**src/rtl/mips_pkg.sv**
```systemverilog
// Shared MIPS encoding definitions for the instruction loader slice.
// Contents: format encodings, instruction field widths and the loader FSM
// state type.
package mips_pkg;

   localparam int OPCODE_W = 6;
   localparam int REG_W    = 5;
   localparam int SHAMT_W  = 5;
   localparam int FUNCT_W  = 6;
   localparam int IMM_W    = 16;
   localparam int ADDR26_W = 26;

   typedef enum logic [1:0] {
      FMT_R   = 2'b00,
      FMT_I   = 2'b01,
      FMT_J   = 2'b10,
      FMT_RSV = 2'b11
   } fmt_t;

   typedef enum logic [1:0] {
      ST_IDLE = 2'b00,
      ST_LOAD = 2'b01,
      ST_FULL = 2'b10
   } state_t;

endpackage

```
**src/rtl/instruction_pack.sv**
```systemverilog
// Pure combinational MIPS instruction packer.
// Ports:
//   fmt        : format select (R/I/J; reserved packs as R)
//   opcode, rs, rt, rd, shamt, funct, immediate, address : instruction fields
//   word       : packed 32-bit instruction
// Fields unused by the selected format are ignored.
module instruction_pack
   import mips_pkg::*;
(
   input  logic [1:0]          fmt,
   input  logic [OPCODE_W-1:0] opcode,
   input  logic [REG_W-1:0]    rs,
   input  logic [REG_W-1:0]    rt,
   input  logic [REG_W-1:0]    rd,
   input  logic [SHAMT_W-1:0]  shamt,
   input  logic [FUNCT_W-1:0]  funct,
   input  logic [IMM_W-1:0]    immediate,
   input  logic [ADDR26_W-1:0] address,
   output logic [31:0]         word
);

   always_comb begin
      word = {opcode, rs, rt, rd, shamt, funct};
      case (fmt_t'(fmt))
         FMT_I:   word = {opcode, rs, rt, immediate};
         FMT_J:   word = {opcode, address};
         default: word = {opcode, rs, rt, rd, shamt, funct};
      endcase
   end

endmodule

```
**src/rtl/instruction_encode_loader.sv**
```systemverilog
// Packs MIPS field bundles into 32-bit words and writes them sequentially
// into instruction memory, one word per accepted transfer, latency 1 cycle.
// Ports:
//   clk, rst_n          : clock (rising edge), synchronous active-low reset
//   start, finish       : session open/restart and close pulses (start wins)
//   in_valid, in_ready  : field bundle handshake
//   fmt, opcode .. address : instruction fields
//   imem_we/addr/wdata  : instruction memory write port
//   count, busy, full   : session status
//   err                 : sticky reserved-format flag
// Optional macro ENCODE_CHECK_EN: when defined, fmt=11 bundles are consumed
// without a write and set err (cleared by reset or start); when undefined,
// they are written as R-format and err is tied low.
//
// state | meaning
// IDLE  | no session; count holds last session's value
// LOAD  | accepting bundles, one write per accept
// FULL  | DEPTH words written; bundles ignored until start/finish
module instruction_encode_loader
   import mips_pkg::*;
#(
   parameter int ADDR_W    = 8,
   parameter int DEPTH     = 256,
   parameter int BASE_ADDR = 0
) (
   input  logic                clk,
   input  logic                rst_n,
   input  logic                start,
   input  logic                finish,
   input  logic                in_valid,
   output logic                in_ready,
   input  logic [1:0]          fmt,
   input  logic [OPCODE_W-1:0] opcode,
   input  logic [REG_W-1:0]    rs,
   input  logic [REG_W-1:0]    rt,
   input  logic [REG_W-1:0]    rd,
   input  logic [SHAMT_W-1:0]  shamt,
   input  logic [FUNCT_W-1:0]  funct,
   input  logic [IMM_W-1:0]    immediate,
   input  logic [ADDR26_W-1:0] address,
   output logic                imem_we,
   output logic [ADDR_W-1:0]   imem_addr,
   output logic [31:0]         imem_wdata,
   output logic [ADDR_W:0]     count,
   output logic                busy,
   output logic                full,
   output logic                err
);

   localparam logic [ADDR_W:0]   DEPTH_C = (ADDR_W+1)'(DEPTH);
   localparam logic [ADDR_W-1:0] BASE_C  = ADDR_W'(BASE_ADDR);

   state_t              state, state_nxt;
   logic [ADDR_W-1:0]   ptr;
   logic [31:0]         packed_word;
   logic                accept;
   logic                write_ok;
   logic                rsv_fmt;

   instruction_pack u_pack (
      .fmt       (fmt),
      .opcode    (opcode),
      .rs        (rs),
      .rt        (rt),
      .rd        (rd),
      .shamt     (shamt),
      .funct     (funct),
      .immediate (immediate),
      .address   (address),
      .word      (packed_word)
   );

   assign rsv_fmt = (fmt_t'(fmt) == FMT_RSV);

   always_ff @(posedge clk) begin
      if (!rst_n) state <= ST_IDLE;
      else        state <= state_nxt;
   end

   always_comb begin
      state_nxt = state;
      in_ready  = (state == ST_LOAD) && !start && !finish;
      accept    = in_valid && in_ready;
`ifdef ENCODE_CHECK_EN
      write_ok  = accept && !rsv_fmt;
`else
      write_ok  = accept;
`endif
      if (start)
         state_nxt = ST_LOAD;
      else if (finish && state != ST_IDLE)
         state_nxt = ST_IDLE;
      else if (state == ST_LOAD && write_ok && (count + 1'b1) == DEPTH_C)
         state_nxt = ST_FULL;
   end

   always_ff @(posedge clk) begin
      if (!rst_n) begin
         imem_we    <= 1'b0;
         imem_addr  <= '0;
         imem_wdata <= '0;
         ptr        <= '0;
         count      <= '0;
      end else begin
         imem_we <= write_ok;
         if (write_ok) begin
            imem_addr  <= ptr;
            imem_wdata <= packed_word;
            ptr        <= ptr + 1'b1;
            count      <= count + 1'b1;
         end
         // in_ready is low during start, so this never collides with a write
         if (start) begin
            ptr   <= BASE_C;
            count <= '0;
         end
      end
   end

`ifdef ENCODE_CHECK_EN
   always_ff @(posedge clk) begin
      if (!rst_n)                  err <= 1'b0;
      else if (start)              err <= 1'b0;
      else if (accept && rsv_fmt)  err <= 1'b1;
   end
`else
   assign err = 1'b0;
   logic unused_rsv;
   assign unused_rsv = rsv_fmt;
`endif

   assign busy = (state != ST_IDLE);
   assign full = (count == DEPTH_C);

endmodule

```
**config.mk**
```make
export PLATFORM = sky130hd
export DESIGN_NAME = instruction_encode_loader
export DESIGN_NICKNAME = d
export VERILOG_FILES = /design/src/rtl/mips_pkg.sv /design/src/rtl/instruction_pack.sv /design/src/rtl/instruction_encode_loader.sv
export SDC_FILE = /design/constraint.sdc
export NUM_CORES = 1
export LEC_CHECK = 0
export CAP_MARGIN = 5
export CELL_PAD_IN_SITES_DETAIL_PLACEMENT = 0
export CELL_PAD_IN_SITES_GLOBAL_PLACEMENT = 1
export CORE_MARGIN = 2
export CORE_UTILIZATION = 30
export DETAILED_ROUTE_END_ITERATION = 12
export PLACE_DENSITY = 0.82
export SYNTH_ARGS = -nofsm -noshare
export SYNTH_HDL_FRONTEND = slang
export SYNTH_SLANG_ARGS = --single-unit
```
**constraint.sdc**
```tcl
create_clock -name clk -period 2.65 [get_ports clk]
set_input_delay 0.6625 -clock clk [delete_from_list [all_inputs] [get_ports clk]]
set_output_delay 0.6625 -clock clk [all_outputs]
set_load 0.05 [all_outputs]
```
== Yosys cells after proc, flatten, opt, wreduce, memory -nomap -nowiden ==
Index checks and enable logic that the tools add are counted.

* Bits in registers: 60
* Bits in latches: 0
* Memory bits (writable): 0
* ROM bits: 0
* Word-level logic and storage cells: 31
* Memories kept: 0

* Add/sub/neg operators: 2
* $mul: 0
* Div/mod/pow operators: 0
* Magnitude comparators: 0
* Equality and inequality tests: 5
* Shifts and indexed selects: 0
* Muxes and demuxes: 4
* Bitwise gates (word level): 1
* Reduce and logical (&&, ||, !) cells: 12

{| class="wikitable"
|+ Operators with widths
! cell !! count
|-
| case mux 26 bit (2 select lines) || 1
|-
| equality test 9 bit (second input constant) || 2
|-
| adder 9 x 1 -> 9 bit (second input constant) || 1
|-
| adder 8 x 1 -> 8 bit (second input constant) || 1
|-
| logical AND 1 bit || 6
|-
| equality test 2 x 1 -> 1 bit (second input constant) || 2
|-
| 2-to-1 mux 1 bit || 3
|-
| nonzero test 3 bit || 1
|-
| OR reduction 3 bit || 1
|-
| equality test 2 bit (second input constant) || 1
|-
| zero test 1 bit || 2
|-
| nonzero test 2 bit || 1
|-
| OR reduction 2 bit || 1
|-
| NOT 1 bit || 1
|}

== Logic depth before layout (Yosys ltp) ==
* Depth after elaboration: 9
* Mapped depth: 8
* Depth with buffers taken out: 6

== Modules after synthesis ==
From an unflattened synthesis, not the netlist that was laid out.

* Cells, all modules: 372
* Area total of the unflattened synthesis: 2,981.6 sq um

{| class="wikitable"
|+ By module, submodules not included
! module !! instances !! cells an instance !! area an instance (sq um) !! seq. area each (sq um)
|-
| instruction_encode_loader || 1 || 293 || 2,489.9 || 1,201.2
|-
| instruction_pack || 1 || 79 || 491.7 || 0.0
|}

== Worst setup path after synthesis ==
No wires, ideal clock.

* Kind: input to output
* From: input port start
* To: output port in_ready
* Arrival time: 1,683 ps
* Data required time: 1,987 ps
* Path slack: 305 ps
* Stages: 2
* Buffers on the path: 1
* Path through: nor4b_4 clkbuf_1

* Cells in the longest elaborated chain, start to end: 3

{| class="wikitable"
|+ RTL lines
! element !! line !! RTL
|-
| from (decl) || instruction_encode_loader.sv:28 || <nowiki>input logic start,</nowiki>
|-
| zero test 1 bit || instruction_encode_loader.sv:82 || <nowiki>in_ready = (state == ST_LOAD) && !start && !finish;</nowiki>
|-
| logical AND 1 bit (2 in a row) || instruction_encode_loader.sv:82 ||
|-
| to (decl) || instruction_encode_loader.sv:31 || <nowiki>output logic in_ready,</nowiki>
|}

Every way passes these cells.

== Worst setup path in the final report ==
Same ends and word-level chain as after synthesis.

==> impl_results.md <==
* Outcome: completed
* Vias at 2944
* CTS buffer count at 9
* Seq/Total Area, Yosys at 40.2%
* Cell Area, Placed at 4500 um^2
* Final wirelength at 8670 um
* Post-synth EDFFs at 0
* Synth Area per Inst at 8.51 um^2
* # DRC at 0
* Root buffer cell: clkbuf_8
* Final setup viols at 0
* CP cell instances: clkdlybuf4s50_1, nor4b_4, buf_12, buf_12
* Final hold vios at 0
* Initial antenna violation count at 0
* Number of post-CTS setup repair buffers at 0
* Yosys reg bits at 60
* Setup crit end kind: output port
* Count of input and output buffers at 133
* Worst EP arrival at 1840 ps
* Top-area cell type share of the netlist area at 40.2%
* First-pass iteration count of the detailed router at 4
* Worst slew pin tran at 733 ps
* Power, Total at 2.08 mW
* Clock skew at 8.73 ps
* R2R setup slack at 780 ps
* Drt via density at 4.76
* Rows at 36
* Gr ovfl total at 0
* Synth warn at 0
* Initial drt markers at 120
* CP peak stage delay at 480 ps
* Post-synth ARST share at 0%
* Sink Count at 60
* Post-synthesis cell type count at 48
* Starting density of the core at 30.7%
* Core Area at 9730 um^2
* Setup ws final at 149 ps
* Slowest CP cell: clkdlybuf4s50_1
* Vias in the first global route at 2884
* Most common flop cell mapped by yosys: dfxtp_1
* Worst min-delay path category: register to register
* Maxcap violations at 0
* Most numerous cell in the Yosys netlist: dfxtp_1
* Syn Nets at 438
* PD cells at 441 nW/um^2
* Net Switching at 507 uW
* Worst-case clock buffer depth at 2
* Die width at 104 um
* Pins Over Slew Limit at 0
* Cts hold-fix bufs at 0
* Minimum clock period at 2500 ps
* Net count, final at 568
* Top area cells in the synthesized netlist: dfxtp_1 40%, nand2_1 6.5%, mux2i_1 5.4%
* P_int at 1.57 mW
* Final Non-Filler Cells at 619
* First-pass GRT wire length at 14100 um
* Post-CTS Resized at 0
* Pin count of the biggest net entering global routing at 42
* Crit share post-route at 94.4%
* Post-DP HPWL at 6280 um
* Clock Power Share at 40.6%
* Design area at 4710 um^2
* Boundary pin count at 135
* CP Class: input pin to output port
* Synth Instances at 351
* Pre-CTS setup slack at 20.2 ps
* Worst path most repeated cell: buf_12
* Post-DRT Antenna Nets at 0
* Sequential share of power at 44.2%
* Die area at 10800 um^2
* RSZ-0062 raised after global routing: no
* Clock-pin slew on the worst setup and hold paths at 70 ps
* Die Y at 104 um
* Total track usage at 16.1%
* # diodes at 0
* Leak Pwr at 1.60 nW
* Yosys top cell by area: dfxtp_1
* Wirelength per Cell at 14.0 um
* Layout cells sized above 1 at 7.82%
* Placed cells at 603
* Nature of the critical path startpoint: input pin
* Skew-Pair Late Insertion Delay at 330 ps
* Mapped Area at 2990 um^2
* Sw Share at 24.4%
* CTS tree: done
* Slew HR at 51.1%
* Layout area overhead at 57.6%
* Worst vdd ir at 0.000200 V
* Power share of the combinational group at 15.2%
* # H-tree levels at 3
* WP data required at 1990 ps
* TNS Setup at 0 ps
* Post-synth top cells: 60 x dfxtp_1, 52 x nand2_1, 21 x nor2_1, 21 x o21ai_0, 20 x clkbuf_1
* Placer Congestion at 0.796
* Max Clock Freq at 400 MHz
* Critical Path Fanout Max at 15
sequential cells by signal, indices dropped and copies added, names as in the netlist:
register,flops
state,2
imem_addr,8
imem_wdata,32
count,9
ptr,8
imem_we,1
power groups by stage:
| stage | Sequential, mW | Clock (mW) | Combinational [mW] |
|---|---|---|---|
| 2_1_floorplan | 0.966 | 0 | 0.111 |
| 3_3_place_gp | 0.937 | 0 | 0.314 |
| 3_5_place_dp | 0.937 | 0 | 0.317 |
| 4_1_cts | 0.916 | 0.875 | 0.319 |
| 5_1_grt | 0.917 | 0.909 | 0.341 |
| 6_report | 0.916 | 0.843 | 0.316 |
through the flow:
stage / util [%] / hold WS, ps
6_report: 48.4 / 457
5_1_grt: 48.4 / 473
4_1_cts: 48.4 / 462
3_5_place_dp: 46.3 / 451
3_3_place_gp: 46.3 / 446
2_1_floorplan: - / 445
cell type report:
class | instances | area [um^2]
flip-flops and latches | 60 | 1200
fillers | 972 | 5020
clock buffers | 12 | 155
clock inverters | 4 | 47.5
multi-input cells | 255 | 1630
inverters | 7 | 26.3
well taps | 133 | 166
repair buffers | 148 | 1480
path summary, 6_finish.rpt:
| check | start | end | cells after the start |
|---|---|---|---|
| worst max-delay path | start | in_ready | 4 |
| worst min-delay path | imem_addr[4] | imem_addr[4] | 2 |
| worst min register to register | imem_addr[4] | imem_addr[4] | 2 |
| worst max register to register | count[3] | state[0] | 4 |
critical path, delay by kind of cell:
family	cells	cell delay [ps]
buf+inv	3	810
simple gates	1	360
placed cells by master (no fill, tap or decap), drive strengths merged, types with 2 or more instances in the layout:
cell type      count
or2                2
ha                 6
o21ai             21
clkdlybuf4s50    131
nor3b             11
a22oi             16
clkinv             2
or4                2
a21oi              6
and4               3
dfxtp             60
and2               4
buf               17
clkbuf            12
a221oi            10
and3               4
nand2             53
nor2b             18
nand4              9
xnor2              3
nor2              21
or3                4
nand3              5
mux2i             16
xor2               8
a21boi            14
inv                7
logic make-up after synthesis:
kind of cell	Yosys count	synth area share [%]
other cells	1	0.126
mux	16	5.36
simple gates	142	24.9
buf+inv	36	5.11
compound gates	79	18.5
flops	60	40.2
xor+xnor	11	3.23
fa+ha+maj	6	2.51
layer usage:
layer / track usage [%] / wire length (um) / up-vias
met3: 4.28 / 422 / 4
met5: 0 / 0 / -
met2: 27.9 / 4270 / 78
li1: - / - / 1496
met4: 4.92 / 60 / 0
met1: 19.5 / 3910 / 1366
(Power assumes the default switching activity.)
